<file path="src/rtl/instr_fetch_if.sv">
// instr_fetch_if: fetch-to-decode handshake bundle.
//   out_valid  fetch -> decode  out_instr/out_pc hold a fetched instruction
//   out_ready  decode -> fetch  decode accepts the instruction this cycle
//   out_instr  fetch -> decode  assembled big-endian instruction word
//   out_pc     fetch -> decode  byte address of out_instr
// master: the fetch stage; slave: the decode stage.
interface instr_fetch_if;
    logic        out_valid;
    logic        out_ready;
    logic [31:0] out_instr;
    logic [31:0] out_pc;

    modport master (output out_valid, output out_instr, output out_pc, input out_ready);
    modport slave  (input out_valid, input out_instr, input out_pc, output out_ready);
endinterface

</file>
<file path="src/rtl/instr_fetch.sv">
// instr_fetch: MIPS instruction fetch stage. Reads four consecutive bytes
// from a synchronous byte-wide memory (one-cycle read latency), assembles
// them big-endian (lowest address -> bits 31:24) and offers the word to
// decode over a valid/ready handshake. Downstream may redirect the PC.
//
// Ports:
//   clk, rst        clock; synchronous active-high reset
//   imem_addr       byte address to instruction memory (ADDR_W bits)
//   imem_re         read enable; data returns on imem_rdata next cycle
//   imem_rdata      byte returned for the previous cycle's address
//   out_if          instr_fetch_if.master handshake to decode
//   redirect_valid  PC change request (beats every event except reset)
//   redirect_pc     new PC; bits 1:0 forced to zero
//
// Optional feature macro: PREDECODE_JUMP_EN -- when defined, a 'j'
// instruction is resolved inside the fetch stage and never delivered.
module instr_fetch #(
    parameter logic [31:0] RESET_PC = 32'h0000_0000,
    parameter int unsigned ADDR_W   = 8
) (
    input  logic              clk,
    input  logic              rst,
    output logic [ADDR_W-1:0] imem_addr,
    output logic              imem_re,
    input  logic [7:0]        imem_rdata,
    instr_fetch_if.master     out_if,
    input  logic              redirect_valid,
    input  logic [31:0]       redirect_pc
);

    typedef enum logic [1:0] {
        FETCH = 2'd0,
        LAST  = 2'd1,
        VALID = 2'd2
    } state_t;

    state_t      state_q, state_d;
    logic [31:0] pc_q, pc_d;
    logic [1:0]  byte_cnt_q, byte_cnt_d;
    logic [31:0] word_q, word_d;

    logic [31:0] assembled;
    logic [31:0] pc_plus4;
    logic [31:0] redirect_target;

    assign assembled       = {word_q[23:0], imem_rdata};
    assign pc_plus4        = pc_q + 32'd4;
    assign redirect_target = redirect_pc & ~32'h3;

    always_ff @(posedge clk) begin
        if (rst) begin
            state_q    <= FETCH;
            pc_q       <= RESET_PC;
            byte_cnt_q <= '0;
            word_q     <= '0;
        end else begin
            state_q    <= state_d;
            pc_q       <= pc_d;
            byte_cnt_q <= byte_cnt_d;
            word_q     <= word_d;
        end
    end

    always_comb begin
        state_d    = state_q;
        pc_d       = pc_q;
        byte_cnt_d = byte_cnt_q;
        word_d     = word_q;

        unique case (state_q)
            FETCH: begin
                // Count 0 has no read of this fetch in flight (the previous
                // cycle was LAST, VALID or an aborted read), so skip the shift.
                if (byte_cnt_q != 2'd0) begin
                    word_d = assembled;
                end
                byte_cnt_d = byte_cnt_q + 2'd1;
                if (byte_cnt_q == 2'd3) begin
                    state_d = LAST;
                end
            end
            LAST: begin
                word_d  = assembled;
                state_d = VALID;
`ifdef PREDECODE_JUMP_EN
                if (assembled[31:26] == 6'b000010) begin
                    pc_d       = {pc_plus4[31:28], assembled[25:0], 2'b00};
                    byte_cnt_d = '0;
                    state_d    = FETCH;
                end
`endif
            end
            VALID: begin
                if (out_if.out_ready) begin
                    pc_d       = pc_plus4;
                    byte_cnt_d = '0;
                    state_d    = FETCH;
                end
            end
            default: begin
                state_d = FETCH;
            end
        endcase

        if (redirect_valid) begin
            pc_d       = redirect_target;
            byte_cnt_d = '0;
            word_d     = '0;
            state_d    = FETCH;
        end
    end

    // Reads are masked while reset is held so the read enable shows its
    // reset value during the reset cycle itself.
    assign imem_re          = (state_q == FETCH) && !rst;
    assign imem_addr        = pc_q[ADDR_W-1:0] + ADDR_W'(byte_cnt_q);
    assign out_if.out_valid = (state_q == VALID);
    assign out_if.out_instr = word_q;
    assign out_if.out_pc    = pc_q;

endmodule

</file>
<file path="src/flat_wrapper.sv">
// flat-port wrapper written by rule: the top's interface ports become plain ports
module instr_fetch_flat 
#(
    parameter logic [31:0] RESET_PC = 32'h0000_0000,
    parameter int unsigned ADDR_W   = 8
)
  (clk, rst, imem_addr, imem_re, imem_rdata, redirect_valid, redirect_pc, out_if_out_valid, out_if_out_instr, out_if_out_pc, out_if_out_ready);
  instr_fetch_if out_if_i ();
  input  logic clk;
  input  logic rst;
  output logic [ADDR_W-1:0] imem_addr;
  output logic imem_re;
  input  logic [7:0] imem_rdata;
  input  logic redirect_valid;
  input  logic [31:0] redirect_pc;
  output wire logic [$bits(out_if_i.out_valid)-1:0] out_if_out_valid;
  output wire logic [$bits(out_if_i.out_instr)-1:0] out_if_out_instr;
  output wire logic [$bits(out_if_i.out_pc)-1:0] out_if_out_pc;
  input wire logic [$bits(out_if_i.out_ready)-1:0] out_if_out_ready;
  assign out_if_out_valid = out_if_i.out_valid;
  assign out_if_out_instr = out_if_i.out_instr;
  assign out_if_out_pc = out_if_i.out_pc;
  assign out_if_i.out_ready = out_if_out_ready;
  instr_fetch #(.RESET_PC(RESET_PC), .ADDR_W(ADDR_W)) u_core (.clk(clk), .rst(rst), .imem_addr(imem_addr), .imem_re(imem_re), .imem_rdata(imem_rdata), .out_if(out_if_i), .redirect_valid(redirect_valid), .redirect_pc(redirect_pc));
endmodule
</file>
<file path="config.mk">
export PLATFORM = sky130hd
export DESIGN_NAME = instr_fetch_flat
export DESIGN_NICKNAME = d
export VERILOG_FILES = /design/src/rtl/instr_fetch_if.sv /design/src/rtl/instr_fetch.sv /design/src/flat_wrapper.sv
export SDC_FILE = /design/constraint.sdc
export NUM_CORES = 1
export LEC_CHECK = 0
export CAP_MARGIN = 20
export CORE_MARGIN = 5
export CORE_UTILIZATION = 40
export CTS_CLUSTER_SIZE = 20
export DETAILED_ROUTE_END_ITERATION = 16
export HOLD_SLACK_MARGIN = 0.02
export PLACE_DENSITY = 0.78
export REMOVE_ABC_BUFFERS = 1
export SYNTH_ARGS = -nofsm -noshare
export SYNTH_HDL_FRONTEND = slang
export SYNTH_SLANG_ARGS = --single-unit
</file>
<file path="constraint.sdc">
create_clock -name clk -period 2.2 [get_ports clk]
set_clock_uncertainty 0.05 [all_clocks]
set_input_delay 0.55 -clock clk [delete_from_list [all_inputs] [get_ports clk]]
set_output_delay 0.55 -clock clk [all_outputs]
set_load 0.005 [all_outputs]
</file>
**Word-level counts from Yosys, hierarchy flattened**

Cells that the tools add are included.

- Latch bits: 0
- Bits of input ports: 44
- Memories: 0
- Output and inout port bits: 74
- Word-level logic and storage cells: 37
- ROM bits: 0
- Memory bits (writable): 0
- Bits in registers: 68

- Add/sub/neg operators: 3
- Shifts and indexed selects: 0
- Bitwise operators: 0
- Equality and inequality tests: 6
- Divide/modulo/power cells: 0
- Reductions and logical operators: 14
- $lt $le $gt $ge: 0
- Multipliers: 0
- Mux-type cells: 9

Operators by type and width:

| cell | number |
|---|---|
| two-way mux 32 bit | 4 |
| case mux 32 bit (2 select lines) | 1 |
| adder 32 x 3 -> 32 bit (second input constant) | 1 |
| AND reduction 2 bit | 5 |
| nonzero test 2 bit | 5 |
| adder 8 x 2 -> 8 bit | 1 |
| != test 2 x 1 -> 1 bit (second input constant) | 3 |
| case mux 2 bit (3 select lines) | 1 |
| == test 2 bit (second input constant) | 2 |
| two-way mux 2 bit | 2 |
| case mux 2 bit (2 select lines) | 1 |
| adder 2 x 1 -> 2 bit (second input constant) | 1 |
| == test 2 x 1 -> 1 bit (second input constant) | 1 |
| zero test 2 bit | 1 |
| OR reduction 2 bit | 1 |
| logical AND 1 bit | 1 |
| zero test 1 bit | 1 |

**Longest topological paths before layout**

- Depth after elaboration: 4
- Depth in mapped cells: 7
- Gate-level depth less buffers: 5

**Worst setup path after synthesis**

OpenSTA, ideal clock, no wires.

- Kind: register to register
- Start point: reg u_core.pc_q[2], in the netlist u_core.out_if.out_pc[2]
- End point: reg u_core.pc_q[26], in the netlist u_core.out_if.out_pc[26]
- Buffers on the path: 1
- Period minus slack after synthesis: 2.184 ns
- Path slack: 0.016 ns
- Library setup time: 0.091 ns
- Data required time: 2.059 ns
- Stages on the path, launching flop included: 7
- Arrival time: 2.043 ns
- Cells stage by stage: dfxtp_1 > ha_1 > nand4b_4 > or4_1 > buf_2 > or4_1 > a311oi_1

- Word-level cells in the longest chain between the ends: 4

RTL lines:

| what | RTL line | RTL |
|---|---|---|
| from (decl) | instr_fetch.sv:38 | `logic [31:0] pc_q, pc_d;` |
| from (signal assigned) | instr_fetch.sv:58 | `pc_q <= pc_d;` |
| adder 32 x 3 -> 32 bit | instr_fetch.sv:47 | `assign pc_plus4 = pc_q + 32'd4;` |
| two-way mux 32 bit | instr_fetch.sv:94 | `if (out_if.out_ready) begin` |
| two-way mux 32 bit | instr_fetch.sv:70 | `unique case (state_q)` |
| two-way mux 32 bit | instr_fetch.sv:105 | `if (redirect_valid) begin` |

No other way between the ends. The select of a mux whose other input is x is not followed.
A chain may end at the register's enable or synchronous reset.

**Worst setup path in the final report**

- Start point: reg u_core.pc_q[3], in the netlist u_core.out_if.out_pc[3]
- End point: reg u_core.pc_q[28], in the netlist u_core.out_if.out_pc[28]

Same word-level chain as after synthesis.

==> flow_metrics.tcl <==
set metrics [dict create \
    path_clk_slew_ns 0.07 \
    p_seq_share_pct 49.5 \
    grt_overflow 0 \
    grt_usage_pct 18.38 \
    reg2reg_depth 6 \
    cp_data_required_time_ns 2.40 \
    wl_per_cell_um 14.40 \
    diodes 0 \
    timing.rr.start "u_core.out_if.out_pc[3]" \
    grt_max_degree 36 \
    portBuffers 113 \
    vias 3332 \
    dp_slack_ns -0.6189 \
    hold_buffers 0 \
    io_pins 118 \
    arrival_ns 2.31 \
    dieArea_um2 9752 \
    nNetsFinal 570 \
    hold_viol 0 \
    netlist.top_cell.by_area "dfxtp_1" \
    synth.area.top_cells "dfxtp_1, nand2_1, a21oi_1" \
    htree_levels 3 \
    vdd_drop_max_mv 0.3049 \
    hold_path_startpoint "u_core.out_if.out_instr[31]" \
    post-cts-setup-buffer-count 0 \
    via_per_inst 5.289 \
    ys_seq_area_share_pct 41.94 \
    rows 32 \
    synth_edf_count 0 \
    worst_pin_slew_ns 0.9761 \
    cts_tree "done" \
    clockBufferDepth 2 \
    critical_path_class "reg -> reg" \
    final_cell_mix "clkdlybuf4s50_1, nand2_1, dfxtp_1, a21oi_1, buf_4" \
    first_global_vias 3200 \
    gp_congestion 0.8034 \
    combPwrFrac_pct 16.2 \
    finalInstanceArea_um2 4757 \
    power.internal_mw 1.916 \
    clk_latency_ns 0.33 \
    nFillCells 678 \
    regArea_um2 1329 \
    syn_inst 397 \
    synth_top_area_share_pct 41.94 \
    routed_wirelength_mm 9.073 \
    finalWorstSetupSlack_ns 0.08436 \
    cts-root-buf "clkbuf_8" \
    first_pass_iters 4 \
    hold_path_end "u_core.out_if.out_instr[31]" \
    outcome "complete, no violations" \
    layout_commonest_cell "clkdlybuf4s50_1" \
    yosysUniqueCellTypes 46 \
    synth_area_um2 3151 \
    min_period_ns 2.116 \
    whs_path_depth 2 \
    start_util_pct 40.98 \
    die_x_um 98.75 \
    synth_seq_cells 66 \
    ff2ff_setup_slack_ns 0.08 \
    critPathMaxFanout 18 \
    p_sw_mw 0.6893 \
    synth.avg_cell_area_um2 7.936 \
    core_area_um2 7687 \
    power_mw 2.606 \
    switching_share_pct 26.45 \
    antenna_left 0 \
    max_cap_violations 0 \
    cts_buffers 9 \
    slew_viol_final 0 \
    grt_pass1_wl_mm 15.23 \
    layout-drive-gt1-share_pct 13.07 \
    synthFlopType "dfxtp_1" \
    first_iter_violations 104 \
    finalSetupViolations 0 \
    max_freq_ghz 0.4727 \
    place_area_um2 4524 \
    ys_warn_count 0 \
    dp_hpwl_mm 6.629 \
    r2r_end "u_core.out_if.out_pc[28]" \
    multi_input_area_um2 1684 \
    critPathCaptureType "flop" \
    p_leak_nw 1.661 \
    slew_headroom_pct 34.93 \
    chipHeight_um 98.75 \
    antenna_found_initial 0 \
    powerDensity_nw_per_um2 547.7 \
    cp-start-kind "flop" \
    synthArstFlopShare_pct 0 \
    area_growth_pct 50.99 \
    route.detailed.drc 0 \
    min_path_type "reg -> reg" \
    min_period_over_period_pct 96.17 \
    clkPwrFrac_pct 34.3 \
    cts.sinks 66 \
]
[kinds of logic (layout without fill, tap and decap cells)]
logic type                 Yosys count  count (layout)  synth area share, %
AOI/OAI and AO/OA                   89              89                17.99
xor gates and xnor gates             8               8                2.224
adders and majority gates            3               3                1.192
buffers and inverters               43             173                6.274
DFF                                 66              66                41.94
muxes                                2               2               0.6751
other                                1               2               0.1190
and+or+nand+nor                    185             185                29.59
[sequential cells by signal, summed over array words and instances, names as in the netlist]
name	flops
u_core.out_if.out_instr	32
u_core.out_if.out_pc	30
u_core.byte_cnt_q	2
u_core.state_q	2
[worst max path at each step]
stage	from	cells past startpoint	end	slack [ns]
4_1_cts	out_if_out_ready	6	u_core.out_if.out_pc[28]	0.002
5_1_grt	u_core.out_if.out_pc[7]	5	u_core.out_if.out_pc[28]	-0.006
3_5_place_dp	out_if_out_ready	6	u_core.out_if.out_pc[28]	-0.62
2_1_floorplan	u_core.out_if.out_pc[2]	5	u_core.out_if.out_pc[26]	-0.12
6_report	u_core.out_if.out_pc[3]	6	u_core.out_if.out_pc[28]	0.08
3_3_place_gp	out_if_out_ready	6	u_core.out_if.out_pc[28]	-0.58
[metal layers]
metal  wire, µm  track usage, %
met4        114           5.042
met1       4116           24.41
met5          0               0
met3        598           4.246
met2       4243           29.96
[cells in the mapped netlist (8+ instances only)]
cell type,count
a211oi_1,9
a21oi_1,39
a311oi_1,14
buf_4,9
clkbuf_1,18
dfxtp_1,66
inv_1,9
nand2_1,80
nand3_1,14
nor2_1,29
o21ai_0,10
o31ai_1,8
or4_1,12
[worst max-delay path, cell delays in order, from the launching register on]
cell and delay, ns:
dfxtp_2 0.36, ha_4 0.14, nand4b_4 0.09, or4_4 0.50, buf_12 0.17, or4_1 0.48, a311oi_2 0.25
[what timing repair did]
action	4_1_cts	5_1_grt
resized for setup	4	18
pin swaps	0	1
endpoints found under the setup margin	20	11
gates cloned	0	0
[power groups by stage]
stage / clock network (mW) / logic [mW] / registers [mW]
after floorplan: 0 / 0.124 / 1.32
final: 0.894 / 0.422 / 1.29
after detailed placement: 0 / 0.419 / 1.31
after global routing: 0.961 / 0.461 / 1.30
after global placement: 0 / 0.412 / 1.31
after CTS: 0.910 / 0.422 / 1.29
[per-stage QoR]
stage / utilization, % / cells / hold slack [ns] / setup TNS [ns]
6_report: 61.88 / 630 / 0.4023 / 0
5_1_grt: 61.88 / 630 / 0.4353 / -0.006418
4_1_cts: 61.13 / 630 / 0.4081 / 0
3_5_place_dp: 58.85 / 614 / 0.3977 / -9.682
3_3_place_gp: 58.85 / 614 / 0.3929 / -9.017
2_1_floorplan: - / 365 / 0.4027 / -0.5261
[layout make-up]
type	count	area share (%)
Timing Repair Buffer	147	29.59
Sequential cell	66	27.93
Tap cell	102	2.683
Multi-Input combinational cell	289	35.40
Clock inverter	5	0.6312
Inverter	10	0.7891
Clock buffer	11	2.972
Power figures use the tool's default switching activity.
